**src/rtl/updi_pkg.sv**
```systemverilog
// Shared definitions for the UPDI transmitter.
// Holds the controller state encoding, frame shape constants and the parity helper.
package updi_pkg;

  localparam int unsigned DATA_BITS = 8;
  localparam int unsigned STOP_BITS = 2;

  typedef enum logic [2:0] {
    StIdle,
    StFetch,
    StLoad,
    StStart,
    StData,
    StParity,
    StStop,
    StBreak
  } updi_state_e;

  // Even parity: the parity bit makes the total count of ones even.
  function automatic logic parity_even(input logic [DATA_BITS-1:0] d);
    return ^d;
  endfunction

endpackage

```
**src/rtl/updi_baud_tick.sv**
```systemverilog
// Bit-time generator for the UPDI transmitter.
// Ports:
//   clk     - clock
//   rst     - synchronous active-high reset
//   restart - hold the counter at 0; counting starts on the first cycle it is low
//   tick    - high on the last cycle of each CLK_DIV-cycle bit time
module updi_baud_tick #(
  parameter int unsigned CLK_DIV = 16
) (
  input  logic clk,
  input  logic rst,
  input  logic restart,
  output logic tick
);

  localparam logic [15:0] LastCnt = 16'(CLK_DIV - 1);

  logic [15:0] cnt_q;

  assign tick = !restart && (cnt_q == LastCnt);

  always_ff @(posedge clk) begin
    if (rst || restart) begin
      cnt_q <= '0;
    end else if (cnt_q == LastCnt) begin
      cnt_q <= '0;
    end else begin
      cnt_q <= cnt_q + 16'd1;
    end
  end

endmodule

```
**src/rtl/updi_tx.sv**
```systemverilog
// UPDI serial transmitter: pulls bytes from an upstream fifo and sends
// 12-bit frames (start, 8 data LSB first, even parity, 2 stop), or a BREAK.
// Ports:
//   clk, rst    - clock, synchronous active-high reset
//   fifo_data   - byte from the fifo, valid the cycle after fifo_rd_en
//   fifo_empty  - fifo has no bytes
//   fifo_rd_en  - one-cycle read strobe (only in FETCH)
//   break_req   - single-cycle BREAK request pulse
//   tx          - serial line, idle high (registered)
//   tx_en       - line driver enable (registered)
//   busy        - controller is not idle
module updi_tx
  import updi_pkg::*;
#(
  parameter int unsigned CLK_DIV    = 16,
  parameter int unsigned BREAK_BITS = 12
) (
  input  logic       clk,
  input  logic       rst,
  input  logic [7:0] fifo_data,
  input  logic       fifo_empty,
  output logic       fifo_rd_en,
  input  logic       break_req,
  output logic       tx,
  output logic       tx_en,
  output logic       busy
);

  localparam int unsigned BrkW = $clog2(BREAK_BITS + 1);

  updi_state_e     state_q;
  logic [7:0]      shift_q;
  logic            par_q;
  logic [2:0]      bit_cnt_q;
  logic [BrkW-1:0] brk_cnt_q;
  logic            brk_pend_q;
  logic            tx_q;
  logic            tx_en_q;

  logic restart;
  logic tick;

  // Holding the counter through IDLE/FETCH/LOAD makes it start at 0 on entry
  // to START or BREAK.
  assign restart = (state_q == StIdle) || (state_q == StFetch) || (state_q == StLoad);

  updi_baud_tick #(
    .CLK_DIV(CLK_DIV)
  ) u_baud (
    .clk    (clk),
    .rst    (rst),
    .restart(restart),
    .tick   (tick)
  );

  assign fifo_rd_en = (state_q == StFetch);
  assign busy       = (state_q != StIdle);
  assign tx         = tx_q;
  assign tx_en      = tx_en_q;

  always_ff @(posedge clk) begin
    if (rst) begin
      state_q    <= StIdle;
      shift_q    <= '0;
      par_q      <= 1'b0;
      bit_cnt_q  <= '0;
      brk_cnt_q  <= '0;
      brk_pend_q <= 1'b0;
      tx_q       <= 1'b1;
      tx_en_q    <= 1'b0;
    end else begin
      // Set first so that the clear on BREAK entry below takes priority.
      if (break_req) brk_pend_q <= 1'b1;

      // Line outputs are decoded from the current state, so the line trails
      // the state by one cycle; this keeps tx/tx_en free of input paths.
      tx_q    <= 1'b1;
      tx_en_q <= 1'b1;

      unique case (state_q)
        StIdle: begin
          tx_en_q <= 1'b0;
          if (brk_pend_q) begin
            brk_pend_q <= 1'b0;
            brk_cnt_q  <= '0;
            state_q    <= StBreak;
          end else if (!fifo_empty) begin
            state_q <= StFetch;
          end
        end
        StFetch: begin
          tx_en_q <= 1'b0;
          state_q <= StLoad;
        end
        StLoad: begin
          tx_en_q   <= 1'b0;
          shift_q   <= fifo_data;
          par_q     <= parity_even(fifo_data);
          bit_cnt_q <= '0;
          state_q   <= StStart;
        end
        StStart: begin
          tx_q <= 1'b0;
          if (tick) state_q <= StData;
        end
        StData: begin
          tx_q <= shift_q[0];
          if (tick) begin
            shift_q <= shift_q >> 1;
            if (bit_cnt_q == 3'(DATA_BITS - 1)) begin
              bit_cnt_q <= '0;
              state_q   <= StParity;
            end else begin
              bit_cnt_q <= bit_cnt_q + 3'd1;
            end
          end
        end
        StParity: begin
          tx_q <= par_q;
          if (tick) state_q <= StStop;
        end
        StStop: begin
          if (tick) begin
            if (bit_cnt_q == 3'(STOP_BITS - 1)) begin
              bit_cnt_q <= '0;
              state_q   <= StIdle;
            end else begin
              bit_cnt_q <= bit_cnt_q + 3'd1;
            end
          end
        end
        StBreak: begin
          tx_q <= 1'b0;
          if (tick) begin
            if (brk_cnt_q == BrkW'(BREAK_BITS - 1)) begin
              brk_cnt_q <= '0;
              bit_cnt_q <= '0;
              state_q   <= StStop;
            end else begin
              brk_cnt_q <= brk_cnt_q + BrkW'(1);
            end
          end
        end
        default: state_q <= StIdle;
      endcase
    end
  end

endmodule

```
**config.mk**
```make
export PLATFORM = sky130hd
export DESIGN_NAME = updi_tx
export DESIGN_NICKNAME = d
export VERILOG_FILES = /design/src/rtl/updi_pkg.sv /design/src/rtl/updi_baud_tick.sv /design/src/rtl/updi_tx.sv
export SDC_FILE = /design/constraint.sdc
export NUM_CORES = 1
export LEC_CHECK = 0
export CORE_MARGIN = 4
export CORE_UTILIZATION = 50
export DETAILED_ROUTE_END_ITERATION = 12
export PLACE_DENSITY = 0.7
export SYNTH_ARGS = -nofsm -noshare
export SYNTH_HDL_FRONTEND = slang
export SYNTH_SLANG_ARGS = --single-unit
```
**constraint.sdc**
```tcl
create_clock -name clk -period 3.61 [get_ports clk]
set_clock_uncertainty 0.15 [all_clocks]
set_input_delay 0.722 -clock clk [delete_from_list [all_inputs] [get_ports clk]]
set_output_delay 0.722 -clock clk [all_outputs]
set_load 0.01 [all_outputs]
```
==> results of run 1 <==
## power by group through the flow
stage	Clock (mW)	Sequential, mW	Combinational [mW]
2_1_floorplan	0	0.509	0.306
3_3_place_gp	0	0.556	0.328
3_5_place_dp	0	0.557	0.329
4_1_cts	0.364	0.547	0.331
5_1_grt	0.386	0.559	0.373
6_report	0.357	0.549	0.331
## layout make-up
cell class,count,area [um2],area share (%)
Clock buffer,5,68.8,3.02
Clock inverter,3,45.0,1.98
Inverter,7,26.3,1.15
Multi-Input combinational cell,168,1160,50.9
Sequential cell,38,761,33.4
Tap cell,48,60.1,2.64
Timing Repair Buffer,16,158,6.92
## Yosys cell counts (4+ instances only)
cell type  number  area [um2]
dfxtp_1        38         761
nor2_1         33         124
nand2_1        13        48.8
xnor2_1        11        96.3
nand3_1        10        50.1
a21oi_1         9        45.0
inv_1           7        26.3
nand4_1         7        43.8
xor2_1          7        61.3
ha_1            5        62.6
o211ai_1        5        37.5
o21ai_0         5        25.0
o221a_2         5        56.3
and3_1          4        25.0
buf_4           4        30.0
buf_6           4        45.0
nor3_1          4        20.0
or3_1           4        25.0
## per-layer routing
layer	share of wire, %	wire, um	up-vias
li1	-	-	842
met1	53	2090	748
met2	42	1640	35
met3	4.6	181	4
met4	0.96	38	0
met5	0	0	-
## worst paths after layout
kind	to	slack (ns)	depth (start not counted)
worst max-delay path	busy	0.92	3
worst min-delay path	u_baud.cnt_q[0]$_SDFF_PP0_	0.30	1
worst max register to register	bit_cnt_q[2]$_SDFFE_PP0P_	1.56	3
worst min register to register	u_baud.cnt_q[0]$_SDFF_PP0_	0.30	1
## registers in the layout (all words and copies together), names as in the netlist
name	count
bit_cnt_q	3
brk_cnt_q	4
brk_pend_q	1
par_q	1
shift_q	8
state_q	3
tx	1
tx_en	1
u_baud.cnt_q	16
## per-stage QoR
step	worst slack (ns)	power, mW	instances	hold slack [ns]	utilization [%]
final	0.918	1.24	285	0.303	60.0
after detailed placement	1.21	0.885	277	0.289	57.0
after CTS	0.945	1.24	285	0.303	60.0
after global routing	0.769	1.32	285	0.316	60.0
after floorplan	1.83	0.815	225	0.262	-
after global placement	1.26	0.884	277	0.277	57.0
## cells by family after synthesis
kind of cell	share of synthesized area (%)
and+or+nand+nor	28.3
muxes	1.47
buffers and inverters	5.89
xor gates and xnor gates	7.73
adders and majority gates	3.07
AOI/OAI and AO/OA	16.2
DFF	37.3
## critical path, stage by stage, from the launching register on
cell	delay [ns]
dfxtp_1	0.47
nor3_1	0.46
inv_1	0.11
clkdlybuf4s50_1	0.50
==> results.yml, run 1 <==
outcome:
  outcome: "completed"
power:
  power_frac_clock_pct: 28.8
  p_int_mw: 0.840
  p_leak_nw: 0.773
  p_comb_share_pct: 26.8
  power_switching_mw: 0.397
  p_seq_share_pct: 44.4
  ir_worst_vdd_uv: 349
  power_per_cell_area_nw_per_um2: 543
  swShare_pct: 32.1
routing:
  ant_nets: 0
  routed_wirelength_mm: 3.96
  drt_iter0_drc: 110
  via_per_inst: 5.72
  routedWlPerCell_um: 13.9
  first_pass_iters: 4
  drc: 0
  vias: 1629
global_routing:
  grt_start_max_net_pins: 19
  overflow: 0
  grt_use_met1_pct: 25.5
  antenna_found_initial: 0
  track_usage_pct: 16.8
  grtUsageMet3_pct: 4.21
  grt_pass1_vias: 1490
  grt_first_pass_wirelength_mm: 7.01
  top_usage_layer: "met1"
  met2_usage_pct: 23.4
worst_setup_path:
  crit_required_ns: 2.74
  worst-endpoint-arrival_ns: 1.82
  r2r-start: "state_q[1]$_SDFFE_PP0P_"
  worst_setup_path_startpoint: "state_q[1]$_SDFFE_PP0P_"
  path_class: "reg -> out"
  crit_fanout: 18
  startpoint_type: "register"
  cp-end-kind: "output pin"
placed_design:
  io_buffers: 15
  routabilityCongestion: 0.755
  dp_hpwl_mm: 2.89
  post_dp_cell_area_um2: 2160
floorplanning:
  die_h_um: 71.9
  die_w_um: 71.9
  io_pins: 16
  start_util_pct: 53.7
  core_um2: 3800
  die-area_um2: 5170
  core.rowCount: 22
clock_tree:
  cts_hold_buf: 0
  clkTransAtPathRegs_ns: 0.08
  htree_levels: 2
  cts_buffers: 5
  clk_path_buf_depth: 2
  post_cts_buffers: 0
  cts_resized: 0
  cts_tree: "yes"
  clock-sinks: 38
  worstSkewPairLatency_ns: 0.29
  cts_root_buffer: "clkbuf_8"
synthesis:
  yosysSeqAreaShare_pct: 37.3
  synthCells: 225
  synth_flop_cell: "dfxtp_1"
  yosysUniqueCellTypes: 51
  syn_nets: 242
  synth_edf_count: 0
  ys_seq_elements: 38
  yosysWarnings: 0
  synthesis.area_um2: 2040
  synth.avg_cell_area_um2: 9.07
  synth-async-reset-ratio_pct: 0
sta:
  worstMarginPinSlew_ns: 0.573
  hold_viol: 0
  setup_tns_ns: 0
  fin_crit_sh_pct: 74.6
  drv_slew: 0
  period_minus_slack_ns: 2.69
  rsz0062_at_grt: "false"
  fmax_mhz: 371
  setup_viol: 0
  relSlewSlack_pct: 61.8
cells_and_area:
  n_antenna_cell: 0
  layout-drive-gt1-share_pct: 10.5
  nFillCells: 381
  nets: 253
  postLayoutCellArea_um2: 2280
  syn_to_final_growth_pct: 11.6
  layout_commonest_cell: "dfxtp_1"
  mostFrequentLayoutCells: "38 x dfxtp_1, 33 x nor2_1, 15 x clkdlybuf4s50_1, 13 x nand2_1, 11 x xnor2_1"
worst_hold_path:
  min_path_type: "reg -> reg"
  hold_start: "u_baud.cnt_q[0]$_SDFF_PP0_"
run:
  drv_cap: 0
No activity file was read; power rests on OpenSTA's default activity.
==> run 2, diff against run 1 <==
clock period = 2.52 ns   (was 3.61 ns; I/O delays follow)
==> run 2 against run 1 <==
Net effect:
- combinational power increased by 61%
- cell count increased by 0.70%
- setup slack got worse by 0.73 ns
- via count fell by 0.25%
- clock power grew 73%
- largest cell class unchanged
==> results.yml, run 2 (same netlist as run 1, synthesis figures left out) <==
outcome:
  outcome: "completed"
worst_setup_path:
  max_stage_delay_ns: 0.49
  cp.depth: 3
  cp-end-kind: "output pin"
  r2r_slack_ns: 0.53
  rr_worst_depth: 5
  crit_fanout: 13
  path_class: "reg -> out"
  cpMaxStageDelayCell: "clkdlybuf4s50_1"
  crit_buf_inv: 2
  crit_family: "buffers and inverters"
  crit_required_ns: 1.87
  startpoint_type: "register"
  worst-endpoint-arrival_ns: 1.68
  r2r-start: "u_baud.cnt_q[0]$_SDFF_PP0_"
  path_cells: "nor3_1 -> inv_1 -> clkdlybuf4s50_1"
  r2r_end: "shift_q[5]$_SDFFE_PP0P_"
clock_tree:
  worstSkewPairLatency_ns: 0.29
  cts_hold_buf: 0
  htree_levels: 2
  cts_root_buffer: "clkbuf_8"
  clock-sinks: 38
  post_cts_buffers: 0
  clk_path_buf_depth: 2
  clkTransAtPathRegs_ns: 0.08
  cts_buffers: 5
  cts_tree: "yes"
  cts_resized: 0
global_routing:
  met2_usage_pct: 25.0
  grtUsageMet3_pct: 5.33
  top_usage_layer: "met2"
  grt_first_pass_wirelength_mm: 6.69
  overflow: 0
  grt_start_max_net_pins: 21
  track_usage_pct: 16.3
  antenna_found_initial: 0
  grt_pass1_vias: 1436
  grt_use_met1_pct: 21.3
sta:
  period_minus_slack_ns: 2.34
  hold_ws_ns: 0.298
  relSlewSlack_pct: 66.9
  setup_tns_ns: 0
  worstMarginPinSlew_ns: 0.496
  rsz0062_at_grt: "false"
  fin_crit_sh_pct: 92.7
  drv_slew: 0
  worst_slack_ns: 0.184
  fmax_mhz: 428
  setup_viol: 0
  hold_viol: 0
worst_hold_path:
  hold_start: "u_baud.cnt_q[0]$_SDFF_PP0_"
  min_path_type: "reg -> reg"
  hold_depth: 1
  hold_path_end: "u_baud.cnt_q[0]$_SDFF_PP0_"
cells_and_area:
  largestRegisters: "u_baud.cnt_q: 16 flops, shift_q: 8 flops, brk_cnt_q: 4 flops"
  syn_to_final_growth_pct: 13.6
  fin_cells: 287
  largest_reg_flops: 16
  nets: 255
  post-route-util_pct: 61.0
  mostFrequentLayoutCells: "37 x dfxtp_1, 33 x nor2_1, 15 x clkdlybuf4s50_1, 13 x nand2_1, 11 x xnor2_1"
  layout-drive-gt1-share_pct: 11.7
  layout_commonest_cell: "dfxtp_1"
  top_register: "u_baud.cnt_q"
  n_antenna_cell: 0
power:
  p_leak_nw: 0.801
  power_per_cell_area_nw_per_um2: 819
  ir_worst_vdd_uv: 397
routing:
  drc: 0
  ant_nets: 0
  drt_iter0_drc: 116
  vias: 1625
  routed_wirelength_mm: 3.96
  via_per_inst: 5.66
  first_pass_iters: 4
  routedWlPerCell_um: 13.8
run:
  drv_cap: 0
floorplanning:
  start_util_pct: 53.7
  die_h_um: 71.9
  io_pins: 16
  die-area_um2: 5170
  core.rowCount: 22
  core_um2: 3800
  die_w_um: 71.9
placed_design:
  dp_hpwl_mm: 2.85
  dp.cells: 279
  place_ws_ns: 0.450
  io_buffers: 15
  routabilityCongestion: 0.812
run 2: cell types whose count changed in the layout (fill, tap and decap cells not counted), sizes merged:
cell,previous run,this run
buf,1,3
bufinv,1,2
clkinv,0,1
clkinvlp,2,0
run 2: worst max-delay path by stage:
stage	start	end	slack, ns
floorplan	u_baud.cnt_q[0]$_SDFF_PP0_	shift_q[1]$_SDFFE_PP0P_	0.83
global placement	state_q[0]$_SDFFE_PP0P_	fifo_rd_en	0.46
detailed placement	state_q[0]$_SDFFE_PP0P_	fifo_rd_en	0.45
CTS	state_q[0]$_SDFFE_PP0P_	fifo_rd_en	0.11
global route	state_q[0]$_SDFFE_PP0P_	busy	0.10
finish	state_q[0]$_SDFFE_PP0P_	busy	0.18
run 2: layout make-up:
| cell class | count | area, um2 |
|---|---|---|
| fillers | 338 | 1480 |
| flip-flops and latches | 38 | 762 |
| inverters | 7 | 26.3 |
| well taps | 48 | 60.1 |
| clock inverters | 3 | 68.8 |
| clock buffers | 5 | 68.8 |
| multi-input cells | 168 | 1160 |
| repair buffers | 18 | 173 |
run 2: per-stage QoR:
stage	power [mW]	cell area (um2)
after global placement	1.28	2180
final	1.90	2320
after global routing	2.01	2320
after detailed placement	1.28	2180
after CTS	1.91	2320
after floorplan	1.17	2040
run 2: worst register-to-register path, delay by kind of cell (launching register included):
kind                       cells  cell delay, ns
and+or+nand+nor                3            0.88
AOI/OAI and AO/OA              1            0.30
adders and majority gates      1            0.21
DFF                            1            0.36
run 2: metal layers:
layer  wire length (um)  vias up
li1                   -      850
met1               1980      749
met2               1770       24
met3                178        2
met4                 34        0
met5                  0        -
run 2: power by group:
group	total [mW]	internal, mW	switching [mW]	leakage [nW]
logic	0.532	0.241	0.291	0.424
registers	0.747	0.684	0.0631	0.309
clock network	0.619	0.397	0.223	0.0683
==> run 3, diff against run 2 <==
==> constraint.sdc (replaced) <==
create_clock -name clk -period 2.52 [get_ports clk]
set_clock_uncertainty 0.15 [all_clocks]
set_input_delay 0.252 -clock clk [delete_from_list [all_inputs] [get_ports clk]]
set_output_delay 0.252 -clock clk [all_outputs]
set_load 0.01 [all_outputs]
==> run 3 against run 2 <==
Net effect:
- sequential power grew 5.6%
- critical endpoint is now fifo_rd_en
- non-clock buffer count shrank 1
- hold slack gained 0.0060 ns
- combinational power shrank 11%
- critical path type unchanged
- utilization shrank 0.99 points
- power shrank 6.8%
- highest routed layer unchanged
==> results.yml, run 3 (same netlist as run 1, synthesis figures left out) <==
worst_setup_path:
  path_cells: "inv_1 -> nor3_1 -> clkdlybuf4s50_1"
  cp.depth: 3
  cpMaxStageDelayCell: "clkdlybuf4s50_1"
  crit_buf_inv: 2
  crit_fanout: 13
  r2r_slack_ns: 0.53
  max_stage_delay_ns: 0.59
  r2r_end: "shift_q[4]$_SDFFE_PP0P_"
  rr_worst_depth: 5
  path_class: "reg -> out"
  cp-end-kind: "output pin"
  r2r-start: "u_baud.cnt_q[0]$_SDFF_PP0_"
  crit_required_ns: 2.12
  crit_family: "buffers and inverters"
  worst_setup_path_startpoint: "state_q[0]$_SDFFE_PP0P_"
  worst-endpoint-arrival_ns: 1.88
  cp-endpoint: "fifo_rd_en"
  startpoint_type: "register"
floorplanning:
  die_h_um: 71.9
  io_pins: 16
  core_um2: 3800
  die-area_um2: 5170
  start_util_pct: 53.7
  core.rowCount: 22
  die_w_um: 71.9
placed_design:
  io_buffers: 15
  post_dp_cell_area_um2: 2170
  routabilityCongestion: 0.807
  dp_hpwl_mm: 2.85
cells_and_area:
  largest_reg_flops: 16
  mostFrequentLayoutCells: "38 x dfxtp_1, 33 x nor2_1, 15 x clkdlybuf4s50_1, 13 x nand2_1, 11 x xnor2_1"
  largestRegisters: "u_baud.cnt_q: 16 flops, shift_q: 8 flops, brk_cnt_q: 4 flops"
  n_antenna_cell: 0
  syn_to_final_growth_pct: 11.8
  layout-drive-gt1-share_pct: 10.9
  nets: 254
  top_register: "u_baud.cnt_q"
  postLayoutCellArea_um2: 2280
  layout_commonest_cell: "dfxtp_1"
  nFillCells: 365
global_routing:
  grt_pass1_vias: 1444
  overflow: 0
  grt_first_pass_wirelength_mm: 6.76
  grt_start_max_net_pins: 19
  track_usage_pct: 16.4
  antenna_found_initial: 0
run:
  drv_cap: 0
clock_tree:
  cts_buffers: 5
  post_cts_buffers: 0
  cts_hold_buf: 0
  clk_path_buf_depth: 2
  worstSkewPairLatency_ns: 0.29
  cts_root_buffer: "clkbuf_8"
  clkTransAtPathRegs_ns: 0.07
  cts_resized: 0
  cts_tree: "yes"
  clock-sinks: 38
  htree_levels: 2
sta:
  fin_crit_sh_pct: 90.7
  period_minus_slack_ns: 2.29
  worstMarginPinSlew_ns: 0.559
  hold_viol: 0
  drv_slew: 0
  rsz0062_at_grt: "false"
  setup_viol: 0
  setup_tns_ns: 0
  fmax_mhz: 437
  hold_ws_ns: 0.304
  relSlewSlack_pct: 62.7
routing:
  drt_iter0_drc: 112
  first_pass_iters: 5
  drc: 0
  routed_wirelength_mm: 3.93
  ant_nets: 0
  vias: 1639
  routedWlPerCell_um: 13.8
  via_per_inst: 5.73
outcome:
  outcome: "completed"
power:
  finalPower_mw: 1.77
  p_leak_nw: 0.785
  power_per_cell_area_nw_per_um2: 776
  ir_worst_vdd_uv: 423
worst_hold_path:
  min_path_type: "reg -> reg"
[run 3: per-layer routing]
metal	track usage, %	share of wire (%)
met4	5.64	1.3
met1	24.8	55
met3	3.93	4.5
met5	0	0
met2	22.2	40
[run 3: where the power goes]
part           internal (mW)  leakage (nW)  switching (mW)  total [mW]
Combinational          0.228         0.418           0.248       0.475
Clock                  0.291        0.0579           0.215       0.506
Sequential             0.682         0.309           0.106       0.789
[run 3: through the flow]
step | utilization (%) | setup slack (ns) | cells
floorplan | - | 0.828 | 225
global placement | 57.2 | 0.580 | 278
detailed placement | 57.2 | 0.555 | 278
CTS | 60.0 | 0.279 | 286
global route | 60.0 | 0.118 | 286
finish | 60.0 | 0.234 | 286
[run 3: cell type report]
type,count,area [um2],area share (%)
multi-input cells,168,1160,50.9
inverters,7,26.3,1.15
flip-flops and latches,38,761,33.4
clock inverters,3,40.0,1.76
clock buffers,5,68.8,3.02
well taps,48,60.1,2.63
repair buffers,17,165,7.24
[run 3: how the worst min path moves through the flow]
stage                               startpoint                          to  slack, ns  cells past startpoint
CTS                 u_baud.cnt_q[0]$_SDFF_PP0_  u_baud.cnt_q[0]$_SDFF_PP0_       0.30                      1
floorplan                                  rst            tx_en$_SDFF_PP0_       0.19                      1
finish              u_baud.cnt_q[0]$_SDFF_PP0_  u_baud.cnt_q[0]$_SDFF_PP0_       0.30                      1
global route         bit_cnt_q[2]$_SDFFE_PP0P_   bit_cnt_q[2]$_SDFFE_PP0P_       0.35                      2
detailed placement  u_baud.cnt_q[0]$_SDFF_PP0_  u_baud.cnt_q[0]$_SDFF_PP0_       0.29                      1
global placement    u_baud.cnt_q[0]$_SDFF_PP0_  u_baud.cnt_q[0]$_SDFF_PP0_       0.28                      1
